$ cat config.mk
export PLATFORM = sky130hd
export DESIGN_NAME = fdiv_post_norm
export DESIGN_NICKNAME = d
export VERILOG_FILES = /design/src/rtl/fpu_div_pkg.sv /design/src/rtl/fdiv_rne_round.sv /design/src/rtl/fdiv_post_norm.sv
export SDC_FILE = /design/constraint.sdc
export NUM_CORES = 1
export LEC_CHECK = 0
export ABC_AREA = 1
export ABC_CLOCK_PERIOD_IN_PS = 6500
export CAP_MARGIN = 0
export CORE_AREA = 2 2 121 88
export DETAILED_ROUTE_END_ITERATION = 6
export DIE_AREA = 0 0 123 90
export PLACE_DENSITY = 0.88
export SKIP_CTS_REPAIR_TIMING = 1
export SYNTH_ARGS = -nofsm -noshare
export SYNTH_HDL_FRONTEND = slang
export SYNTH_SLANG_ARGS = --single-unit
$ cat constraint.sdc
create_clock -name clk -period 6.5 [get_ports clk]
set_input_delay 1.625 -clock clk [delete_from_list [all_inputs] [get_ports clk]]
set_output_delay 1.625 -clock clk [all_outputs]
set_load 0.005 [all_outputs]
$ cat src/rtl/fpu_div_pkg.sv
// Shared types and constants for the FPU divide path.
// Used by fdiv_post_norm and its rounding helper.
package fpu_div_pkg;

  typedef enum logic [2:0] {
    S_IDLE,
    S_ARM,
    S_WAIT,
    S_NORM,
    S_ROUND
  } state_t;

  localparam logic [1:0] SPC_NONE = 2'b00;
  localparam logic [1:0] SPC_ZERO = 2'b01;
  localparam logic [1:0] SPC_INF  = 2'b10;
  localparam logic [1:0] SPC_NAN  = 2'b11;

  localparam logic [31:0] QNAN = 32'h7FC0_0000;

  function automatic int exp_max(input int eb);
    return (1 << eb) - 1;
  endfunction

endpackage

$ cat src/rtl/fdiv_rne_round.sv
// Round-to-nearest-even of a normalized mantissa.
// Purely combinational; shared with the multiply post-stage.
module fdiv_rne_round #(
  parameter int MANT_BITS = 24,
  parameter int EW        = 10
) (
  input  logic [MANT_BITS-1:0] mant,
  input  logic                 guard,
  input  logic                 sticky,
  input  logic [EW-1:0]        exp,
  output logic [MANT_BITS-1:0] mant_r,
  output logic [EW-1:0]        exp_r,
  output logic                 carry
);

  logic               inc;
  logic [MANT_BITS:0] sum;

  assign inc = guard & (sticky | mant[0]);
  assign sum = {1'b0, mant} + {{MANT_BITS{1'b0}}, inc};
  assign carry = sum[MANT_BITS];

  // all-ones mantissa rolls over to 1.000 at the next binade
  assign mant_r = carry ? {1'b1, {(MANT_BITS-1){1'b0}}}
                        : sum[MANT_BITS-1:0];
  assign exp_r = exp + {{(EW-1){1'b0}}, carry};

endmodule

$ cat src/rtl/fdiv_post_norm.sv
// Divide post-stage: normalize, RNE round, pack IEEE result.
// Optional status flags output enabled by FDIV_STATUS_FLAGS_EN.
module fdiv_post_norm
  import fpu_div_pkg::*;
#(
  parameter int EXP_BITS  = 8,
  parameter int MANT_BITS = 24,
  parameter int QW        = MANT_BITS + 2
) (
  input  logic                          clk,
  input  logic                          clrn,
  input  logic                          start,
  input  logic                          sign_in,
  input  logic [EXP_BITS+1:0]           exp_in,
  input  logic [1:0]                    special_in,
  input  logic [QW-1:0]                 div_q,
  input  logic                          div_ready,
  output logic                          busy,
  output logic                          out_valid,
  output logic [EXP_BITS+MANT_BITS-1:0] result
`ifdef FDIV_STATUS_FLAGS_EN
  ,
  output logic [2:0]                    flags
`endif
);

  localparam int RW = EXP_BITS + MANT_BITS;
  localparam int EW = EXP_BITS + 2;
  localparam logic signed [EW-1:0] EXP_TOP =
    EW'(exp_max(EXP_BITS));

  state_t state, state_d;

  logic                 sign_q;
  logic signed [EW-1:0] exp_q;
  logic [1:0]           spc_q;
  logic                 byp_q;
  logic [QW-1:0]        q_q;
  logic [MANT_BITS-1:0] mant_q;
  logic                 guard_q;
  logic                 sticky_q;

  logic [MANT_BITS-1:0] mant_r;
  logic signed [EW-1:0] exp_r;
  logic                 rnd_carry;
  logic                 unused_rnd;
  logic [RW-1:0]        res_d;
  logic                 ovf;
  logic                 unf;

  always_ff @(posedge clk or negedge clrn) begin
    if (!clrn) state <= S_IDLE;
    else       state <= state_d;
  end

  always_comb begin
    state_d = state;
    unique case (state)
      S_IDLE: begin
        if (start)
          state_d = (special_in != SPC_NONE) ? S_ROUND : S_ARM;
      end
      // ready may still be high from the previous divide here
      S_ARM:   state_d = S_WAIT;
      S_WAIT:  if (div_ready) state_d = S_NORM;
      S_NORM:  state_d = S_ROUND;
      S_ROUND: state_d = S_IDLE;
      default: state_d = S_IDLE;
    endcase
  end

  fdiv_rne_round #(
    .MANT_BITS (MANT_BITS),
    .EW        (EW)
  ) u_rnd (
    .mant   (mant_q),
    .guard  (guard_q),
    .sticky (sticky_q),
    .exp    (exp_q),
    .mant_r (mant_r),
    .exp_r  (exp_r),
    .carry  (rnd_carry)
  );

  assign unused_rnd = rnd_carry ^ mant_r[MANT_BITS-1];

  always_comb begin
    res_d = '0;
    ovf   = 1'b0;
    unf   = 1'b0;
    if (byp_q) begin
      unique case (spc_q)
        SPC_ZERO: res_d = {sign_q, {(RW-1){1'b0}}};
        SPC_INF:  res_d = {sign_q, {EXP_BITS{1'b1}},
                           {(MANT_BITS-1){1'b0}}};
        default:  res_d = {1'b0, {EXP_BITS{1'b1}}, 1'b1,
                           {(MANT_BITS-2){1'b0}}};
      endcase
    end else if (exp_r >= EXP_TOP) begin
      ovf   = 1'b1;
      res_d = {sign_q, {EXP_BITS{1'b1}},
               {(MANT_BITS-1){1'b0}}};
    end else if (exp_r[EW-1] || (exp_r == '0)) begin
      unf   = 1'b1;
      res_d = {sign_q, {(RW-1){1'b0}}};
    end else begin
      res_d = {sign_q, exp_r[EXP_BITS-1:0],
               mant_r[MANT_BITS-2:0]};
    end
  end

  always_ff @(posedge clk or negedge clrn) begin
    if (!clrn) begin
      busy      <= 1'b0;
      out_valid <= 1'b0;
      result    <= '0;
      sign_q    <= 1'b0;
      exp_q     <= '0;
      spc_q     <= SPC_NONE;
      byp_q     <= 1'b0;
      q_q       <= '0;
      mant_q    <= '0;
      guard_q   <= 1'b0;
      sticky_q  <= 1'b0;
    end else begin
      out_valid <= 1'b0;
      unique case (state)
        S_IDLE: begin
          if (start) begin
            sign_q <= sign_in;
            exp_q  <= exp_in;
            spc_q  <= special_in;
            byp_q  <= (special_in != SPC_NONE);
            busy   <= 1'b1;
          end
        end
        S_WAIT: begin
          if (div_ready) q_q <= div_q;
        end
        S_NORM: begin
          if (q_q[QW-1]) begin
            mant_q   <= q_q[QW-1:2];
            guard_q  <= q_q[1];
            sticky_q <= q_q[0];
          end else begin
            mant_q   <= q_q[QW-2:1];
            guard_q  <= q_q[0];
            sticky_q <= 1'b0;
            exp_q    <= exp_q - {{(EW-1){1'b0}}, 1'b1};
          end
        end
        S_ROUND: begin
          result    <= res_d;
          out_valid <= 1'b1;
          busy      <= 1'b0;
        end
        default: ;
      endcase
    end
  end

`ifdef FDIV_STATUS_FLAGS_EN
  always_ff @(posedge clk or negedge clrn) begin
    if (!clrn) begin
      flags <= 3'b000;
    end else if (state == S_ROUND) begin
      if (byp_q)
        flags <= 3'b000;
      else
        flags <= {ovf, unf,
                  guard_q | sticky_q | ovf | unf};
    end
  end
`endif

endmodule

== Word-level counts from Yosys, hierarchy flattened ==
Cells that the tools add are included.

* Word-level logic and storage cells: 56
* Bits in latches: 0
* Memories kept: 0
* Bits in registers: 103
* Memory bits (writable): 0
* Input bits: 43
* Memory bits (read-only): 0

* $add $sub $neg: 3
* Equal/unequal tests: 9
* Divide/modulo/power cells: 0
* Order comparisons: 1
* Mux-type cells: 18
* Shift operators: 0
* Bitwise operators: 2
* Multipliers: 0
* Reductions and logical operators: 11

{| class="wikitable"
|+ Operators by type and width
! operator !! count
|-
| case mux 32 bit (2 select lines) || 1
|-
| 2-to-1 mux 31 bit || 2
|-
| 2-to-1 mux 32 bit || 1
|-
| adder 24 x 1 -> 25 bit || 1
|-
| 2-to-1 mux 24 bit || 1
|-
| 2-to-1 mux 23 bit || 1
|-
| 2-to-1 mux 10 bit || 2
|-
| case mux 10 bit (2 select lines) || 1
|-
| case mux 3 bit (4 select lines) || 1
|-
| adder 10 x 1 -> 10 bit || 1
|-
| >= comparator 10 x 9 -> 1 bit (second input constant) || 1
|-
| logical NOT 10 bit || 1
|-
| subtractor 10 x 1 -> 10 bit (second input constant) || 1
|-
| 2-to-1 mux 3 bit || 3
|-
| AND reduction 2 bit || 4
|-
| equality test 3 x 2 -> 1 bit (second input constant) || 2
|-
| != test 2 bit (second input constant) || 3
|-
| nonzero test 2 bit || 3
|-
| 2-to-1 mux 1 bit || 4
|-
| equality test 3 x 1 -> 1 bit (second input constant) || 1
|-
| equality test 3 bit (second input constant) || 1
|-
| logical NOT 3 bit || 1
|-
| AND reduction 3 bit || 1
|-
| equality test 2 x 1 -> 1 bit (second input constant) || 1
|-
| other kinds (5) || 5
|}

== Logic depth before layout (Yosys ltp) ==
Gate-level depths: netlist (run 1).

* Word-level depth: 9
* Gate-level depth with buffers: 25
* Mapped depth without buffers: 24

== Modules after synthesis ==
From an unflattened synthesis (run 1), not the netlist that was laid out.

* Cells, all modules: 697
* Area, all modules: 5624.1 um2

{| class="wikitable"
|+ By module, submodules not included
! module !! cells an instance !! sequential area each (um2) !! instances !! area an instance (um2)
|-
| fdiv_post_norm || 529 || 2577.5 || 1 || 4668.2
|-
| fdiv_rne_round || 168 || 0.0 || 1 || 955.9
|}

== Worst setup path after synthesis (run 1) ==
No wires, ideal clock.

* Kind: reg-to-reg
* Start: register mant_q[0]
* End: register result[14]
* Slack: 3.321 ns
* Data arrival time: 3.058 ns
* Stages on the path, launching flop included: 25
* Clock period less this slack: 3.179 ns
* Path through: dfrtp_1 > inv_1 > a21oi_1 > ha_1 > ha_1 > nand3_2 > inv_2 > nand3_2 > nor2_2 > nand3_2 > nor4_1 > ha_1 > ha_1 > nand2_1 > inv_1 > nand2_1 > nand2_1 > nand3_1 > nor2_1 > nand3_1 > nand2_1 > nand2_2 > nand2_4 > buf_6 > o21ai_2

* Word-level cells in the longest chain between the ends: 9
* Elaborated cells between the ends (all ways): 11
* Classes of those cells: add/sub: 2; order compare: 1; mux: 4; bitwise: 2; reduce/logical: 2

{| class="wikitable"
|+ Ends and longest elaborated chain
! element !! line !! source
|-
| start: declaration || fdiv_post_norm.sv:39 || <nowiki>logic [MANT_BITS-1:0] mant_q;</nowiki>
|-
| start signal: assignment || fdiv_post_norm.sv:142 || <nowiki>mant_q <= q_q[QW-1:2];</nowiki>
|-
| start signal: assignment || fdiv_post_norm.sv:146 || <nowiki>mant_q <= q_q[QW-2:1];</nowiki>
|-
| OR 1 bit || fdiv_rne_round.sv:19 || <nowiki>assign inc = guard & (sticky | mant[0]);</nowiki>
|-
| AND 1 bit || fdiv_rne_round.sv:19 ||
|-
| adder 24 x 1 -> 25 bit * || fdiv_rne_round.sv:20 || <nowiki>assign sum = {1'b0, mant} + {{MANT_BITS{1'b0}}, inc};</nowiki>
|-
| branches (longest 4 deep; another with adder 10 x 1 -> 10 bit) || -- ||
|-
| 2-to-1 mux 31 bit * || fdiv_post_norm.sv:99 || <nowiki>end else if (exp_r >= EXP_TOP) begin</nowiki>
|-
| 2-to-1 mux 32 bit * || fdiv_post_norm.sv:91 || <nowiki>if (byp_q) begin</nowiki>
|-
| end signal: assignment || fdiv_post_norm.sv:153 || <nowiki>result <= res_d;</nowiki>
|-
| end: declaration || fdiv_post_norm.sv:20 || <nowiki>output logic [EXP_BITS+MANT_BITS-1:0] result</nowiki>
|}

Every way passes the cells marked *.
A chain may end at the register's enable or synchronous reset.

== Final worst setup path (run 1) ==
* Start: register mant_q[0]
* End: register result[8]

The elaborated chain is that of the path after synthesis.

==> impl_results.md, run 1 <==
* Mapped Area at 0.00533 mm^2
* Initial antenna violation count at 0
* Initial Util at 0.532
* Min-Delay Path Class: flip-flop to flip-flop
* Die area at 0.0111 mm^2
* Share of cells above drive strength 1 at 0.0724
* Die X at 123 um
* Final-report setup violation count at 0
* Total number of vias at 4715
* Gpl congestion at 0.932
* Filler instances at 842
* CP Class: flip-flop to flip-flop
* Grt ovf at 0
* CTS buffer count at 9
* Row cnt at 31
* Yosys cell types at 38
* Critical Path Start Type: flip-flop
* Clk_lat worst skew at 350 ps
* Leak pwr at 0.00296 uW
* Max cap viols at 0
* Highest Clock Rate at 0.264 GHz
* Tcrit/Tclk final at 0.583
* Core Footprint at 0.0100 mm^2
* Peak supply drop at 0.235 mV
* Root Buffer: clkbuf_16
* H-tree depth at 3
* Avg Inst Size Synth at 8.06 um^2
* Nets@finish at 777
* Number of global-route vias before repair at 4441
* Die Ht at 90 um
* Yosys reg bits at 103
* Outcome: finished clean
* Clk buf depth at 2
* WP data arrival at 4010 ps
* Port bufs at 76
* Layout area overhead at 21.1%
* CP Capture Type: flip-flop
* Peak per-stage delay on the critical path at 350 ps
* Worst EP required at 6720 ps
* Skew final at 9.71 ps
* Post-Route WL at 13.5 mm
* DP Area at 0.00617 mm^2
* Ys async rst share at 1.00
* Ant diodes at 0
* Via density per instance at 5.46
* Syn Nets at 711
* Final Cell Area at 0.00645 mm^2
* Pwr dens at 436 mW/mm^2
* Final Hold Fails at 0
* Slew Viols, Final at 0
* First-pass GRT wire length at 22.7 mm
* Routed Antenna Nets at 0
* CP max FO at 19
* Unrepaired setup endpoints after global routing: false
* First-pass DRT Iterations at 7
* Clock Pin Slew Worst Setup and Hold Paths at 70 ps
* Post-synthesis sequential area ratio at 0.484
* Rel. slew slack at 0.361
* # clock sinks at 103
* HPWL Detailed at 10.1 mm
* Crit path time final at 3790 ps
* Post-Synthesis Cells at 661
* Largest net degree at the start of global routing at 75
* Post-synth EDFFs at 0
* Top-Level Pins at 77
* Crit path max-delay cell type: dfrtp_1
* Total negative slack at 0 ps
* CTS tree: yes
* Post-synth top flop: dfrtp_1
* Ys Warns at 0
* Residual DRC at 0
* Total Routing Usage GR at 0.262
* Routed len/inst at 15.7 um
* Worst-Margin Slew at 958 ps
* Critical Path, Cell by Cell: inv_1, a21oi_1, ha_1, ha_1, nand3_2, inv_2, nand3_2, nor2_2, nand3_2, nor4_1, ha_1, ha_1, nand2_1, inv_1, nand2_1, nand2_1, nand3_1, nor2_1, nand3_1, nand2_1, nand2_2, nand2_4, o21ai_0
* Initial drt markers at 290
[Yosys cell counts (5+ instances only)]
| master | instances | area [um^2] |
|---|---|---|
| o22ai_1 | 5 | 31.3 |
| nand4_1 | 6 | 37.5 |
| o211ai_1 | 23 | 173 |
| o21ai_2 | 11 | 96.3 |
| nor3_1 | 14 | 70.1 |
| a21oi_1 | 34 | 170 |
| xor2_1 | 17 | 149 |
| o21ai_0 | 63 | 315 |
| clkbuf_1 | 18 | 67.6 |
| nand2_1 | 143 | 537 |
| inv_1 | 83 | 312 |
| nand3_1 | 30 | 150 |
| nor2_1 | 64 | 240 |
| dfrtp_1 | 103 | 2580 |
| ha_1 | 7 | 87.6 |
[metal layers]
| layer | track usage | up-vias | share of wire | wire (um) |
|---|---|---|---|---|
| met1 | 0.417 | 2213 | 0.50 | 6770 |
| met4 | 0.0511 | 0 | 0.0081 | 109 |
| met2 | 0.359 | 205 | 0.42 | 5670 |
| met3 | 0.0660 | 14 | 0.073 | 994 |
| met5 | 0 | - | 0 | 0 |
| li1 | - | 2283 | - | - |
[cells by family (layout without fill, tap and decap cells)]
kind of cell,count (synthesis),count (layout),synth area share
compound gates,142,142,0.158
simple gates,275,275,0.223
flops,103,103,0.484
xor+xnor,19,19,0.0312
mux,3,3,0.00634
fa+ha+maj,7,7,0.0164
buf+inv,112,183,0.0815
[worst paths after layout]
kind	start	to	slack (ps)	cells past startpoint
setup / recovery	mant_q[0]	result[8]	2710	23
hold / removal	result[0]	result[0]	490	2
setup reg to reg	mant_q[0]	result[8]	2710	23
hold reg to reg	result[0]	result[0]	490	2
max in group asynchronous	clrn	result[3]	4010	2
min in group asynchronous	clrn	out_valid	1200	1
[cells in the final DEF (no fill, tap or decap), types with 4 or more instances in the layout]
cell type	n
buf_4	5
dfrtp_1	103
clkdlybuf4s50_1	75
nor3_1	14
ha_1	7
nand2_2	4
a21oi_1	34
nand3_1	30
clkbuf_16	9
inv_1	83
clkinv_2	4
nand4_1	6
xor2_1	17
o21ai_2	11
nor2_1	64
o21ai_0	63
o22ai_1	5
nand2_1	143
o211ai_1	23
[worst max-delay path: cells and delay by family, from the launching register on]
family	cells	cell delay, ps
buffers and inverters	3	280
AND/OR/NAND/NOR	14	1860
AO/OA/AOI/OAI	2	270
adder cells (fa/ha/maj)	4	900
flip-flops	1	350
[area by class of cell]
| type | instances | area [um^2] | share of cell area |
|---|---|---|---|
| clock buffers | 11 | 243 | 0.0376 |
| multi-input cells | 446 | 2310 | 0.359 |
| repair buffers | 80 | 788 | 0.122 |
| clock inverters | 5 | 32.5 | 0.00504 |
| flip-flops and latches | 103 | 2580 | 0.400 |
| inverters | 87 | 328 | 0.0508 |
| well taps | 132 | 165 | 0.0256 |
[metrics by stage]
stage	utilization	total power [uW]	hold WS (ps)	std cells	worst slack (ps)
2_1_floorplan	-	1820	449	661	3320
5_1_grt	0.644	3040	522	864	2210
4_1_cts	0.644	2810	490	864	2740
6_report	0.644	2810	485	864	2710
3_5_place_dp	0.617	2300	471	848	2740
3_3_place_gp	0.617	2230	455	848	2970
[registers in the layout (all words and copies together) (netlist names), 2 cells and up]
signal	flops
result	32
state	3
mant_q	24
exp_q	10
spc_q	2
q_q	26
[where the power goes]
part	internal, uW	switching, uW	total, uW
registers	929	237	1170
logic	462	681	1140
clock network	270	235	506
total	1660	1150	2810
Note: power is estimated with default switching activity, not from simulation.
==> inputs of run 2 (changes only) <==
ABC_CLOCK_PERIOD_IN_PS = 3710   (was 6500)
clock period = 3.71 ns   (was 6.5 ns; I/O delays follow)
==> run 2 against run 1 <==
Critical endpoint is now result[19]. Critical path depth is the same. Wire length rose by 0.19%. Highest routed layer unchanged. Clock skew hardly changed. Largest cell class unchanged. Maximum frequency grew 7.8%.
==> impl_results.md, run 2 (same netlist as run 1, synthesis figures left out) <==
* Slew Viols, Final at 0 (unchanged)
* Number of global-route vias before repair at 4464 (+0.52%)
* Max cap viols at 0 (unchanged)
* Min-Delay Path Class: flip-flop to flip-flop
* Via density per instance at 5.47 (+0.26%)
* Die Ht at 90 um (unchanged)
* Routed Antenna Nets at 0 (unchanged)
* Total number of vias at 4771 (+1.2%)
* Worst EP required at 3940 ps (-2780 ps)
* Largest net degree at the start of global routing at 61 (-19%)
* Top-Level Pins at 77 (unchanged)
* Top Registers: result (32), q_q (26), mant_q (24)
* WP data arrival at 3750 ps (-260 ps)
* Gpl congestion at 0.954 (+2.4%)
* Ant diodes at 0 (unchanged)
* Crit path time final at 3520 ps (-275 ps)
* CTS buffer count at 9 (unchanged)
* Peak per-stage delay on the critical path at 370 ps (+20 ps)
* HPWL Detailed at 10.2 mm (+0.60%)
* Tcrit/Tclk final at 0.948 (+0.365)
* Post-Route WL at 13.6 mm (+0.19%)
* Crit path max-delay cell type: dfrtp_1
* Most common cell after layout, fill and taps aside: nand2_1
* Row cnt at 31 (unchanged)
* Nets@finish at 785 (+1.0%)
* CP max FO at 9 (-10)
* Die X at 123 um (unchanged)
* Initial Util at 0.532 (unchanged)
* Total Routing Usage GR at 0.260 (-0.00196)
* Share of cells above drive strength 1 at 0.0986 (+0.0262)
* Core Footprint at 0.0100 mm^2 (unchanged)
* Residual DRC at 0 (unchanged)
* Highest Clock Rate at 0.284 GHz (+7.8%)
* Final Hold Fails at 0 (unchanged)
* Critical Path Start Type: flip-flop
* Peak supply drop at 0.350 mV (+49%)
* First-pass GRT wire length at 22.3 mm (-1.7%)
* CTS tree: yes
* Initial drt markers at 373 (+29%)
* Final-report setup violation count at 0 (unchanged)
* Root Buffer: clkbuf_16
* Clock Pin Slew Worst Setup and Hold Paths at 70 ps (about the same)
* Skew final at 9.39 ps (-0.316 ps)
* Initial antenna violation count at 0 (unchanged)
* Outcome: finished clean
* Die area at 0.0111 mm^2 (unchanged)
* Routed len/inst at 15.6 um (-0.73%)
* Layout area overhead at 25.3%
* Total negative slack at 0 ps (unchanged)
* CP Capture Type: flip-flop
* Critical Path, Cell by Cell: inv_1, a21oi_2, ha_2, ha_4, nand3_4, inv_4, nand3_4, nor2_4, nand3_4, nor4_4, ha_2, ha_4, nand2_2, inv_1, nand2_1, nand2_1, nand3_2, nor2_1, nand3_1, nand2_1, nand2_2, nand2_4, o21ai_2
* # clock sinks at 103 (unchanged)
* Rel. slew slack at 0.491 (+0.130)
* Pwr dens at 772 mW/mm^2 (+77%)
* CP Class: flip-flop to flip-flop
* Port bufs at 76 (unchanged)
* Placed Cells at 850 (+0.24%)
* Final core area utilization at 0.667 (+0.0224)
* Reg with most FFs: result
* First-pass DRT Iterations at 5 (-2)
* Clk_lat worst skew at 350 ps (about the same)
* H-tree depth at 3 (unchanged)
* Grt ovf at 0 (unchanged)
* Clk buf depth at 2 (unchanged)
* Worst-Margin Slew at 763 ps (-195 ps)
* Final cell count without fillers at 872 (+0.93%)
* Most frequent cells in the layout: 141 x nand2_1, 103 x dfrtp_1, 83 x inv_1
* Leak pwr at 0.00302 uW (+2.1%)
* Max reg flops at 32 (unchanged)
run 2: cell types whose count changed in the layout (fill, tap and decap cells not counted), moves of 3 or more:
cell	before	now
nand3_4	1	4
buf_4	5	11
o21ai_1	0	7
ha_1	7	3
o21ai_0	63	56
run 2: power breakdown:
group | leakage (uW) | internal, uW | switching (uW)
combinational | 0.00159 | 844 | 1230
sequential | 0.00127 | 1630 | 420
clock | 0.000159 | 613 | 415
run 2: final cells by class:
type                    instances  area (um^2)
clock inverters                 6         90.1
repair buffers                 87          845
flip-flops and latches        103         2580
clock buffers                  10          239
fillers                       790         3330
multi-input cells             447         2430
well taps                     132          165
inverters                      87          330
run 2: worst max-delay path, delay by kind of cell (launching register included):
| family | cells | cell delay [ps] |
|---|---|---|
| fa+ha+maj | 4 | 780 |
| simple gates | 14 | 1760 |
| flops | 1 | 370 |
| buf+inv | 3 | 270 |
| compound gates | 2 | 210 |
run 2: per-stage QoR:
stage          cell area (um^2)  setup slack [ps]  power (uW)  hold WS [ps]
2_1_floorplan              5330               531        3190           449
3_5_place_dp               6190             -48.9        4020           472
6_report                   6670               193        5150           488
3_3_place_gp               6190               212        3920           455
4_1_cts                    6520             -33.9        5070           490
5_1_grt                    6670             -57.6        5530           510
run 2: per-layer routing:
metal | global-route usage | vias up | wire (um)
met5 | 0 | - | 0
met4 | 0.0682 | 0 | 212
met3 | 0.0571 | 27 | 989
met2 | 0.362 | 199 | 5760
met1 | 0.406 | 2238 | 6600
li1 | - | 2307 | -
run 2: path summary, 6_finish.rpt:
kind / startpoint / slack [ps] / to / depth (start not counted)
worst min-delay path: sign_q / 490 / sign_q / 2
worst max-delay path: mant_q[0] / 190 / result[19] / 23
max in group asynchronous: clrn / 2270 / result[30] / 2
worst max register to register: mant_q[0] / 190 / result[19] / 23
worst min register to register: sign_q / 490 / sign_q / 2
min in group asynchronous: clrn / 630 / state[0] / 1
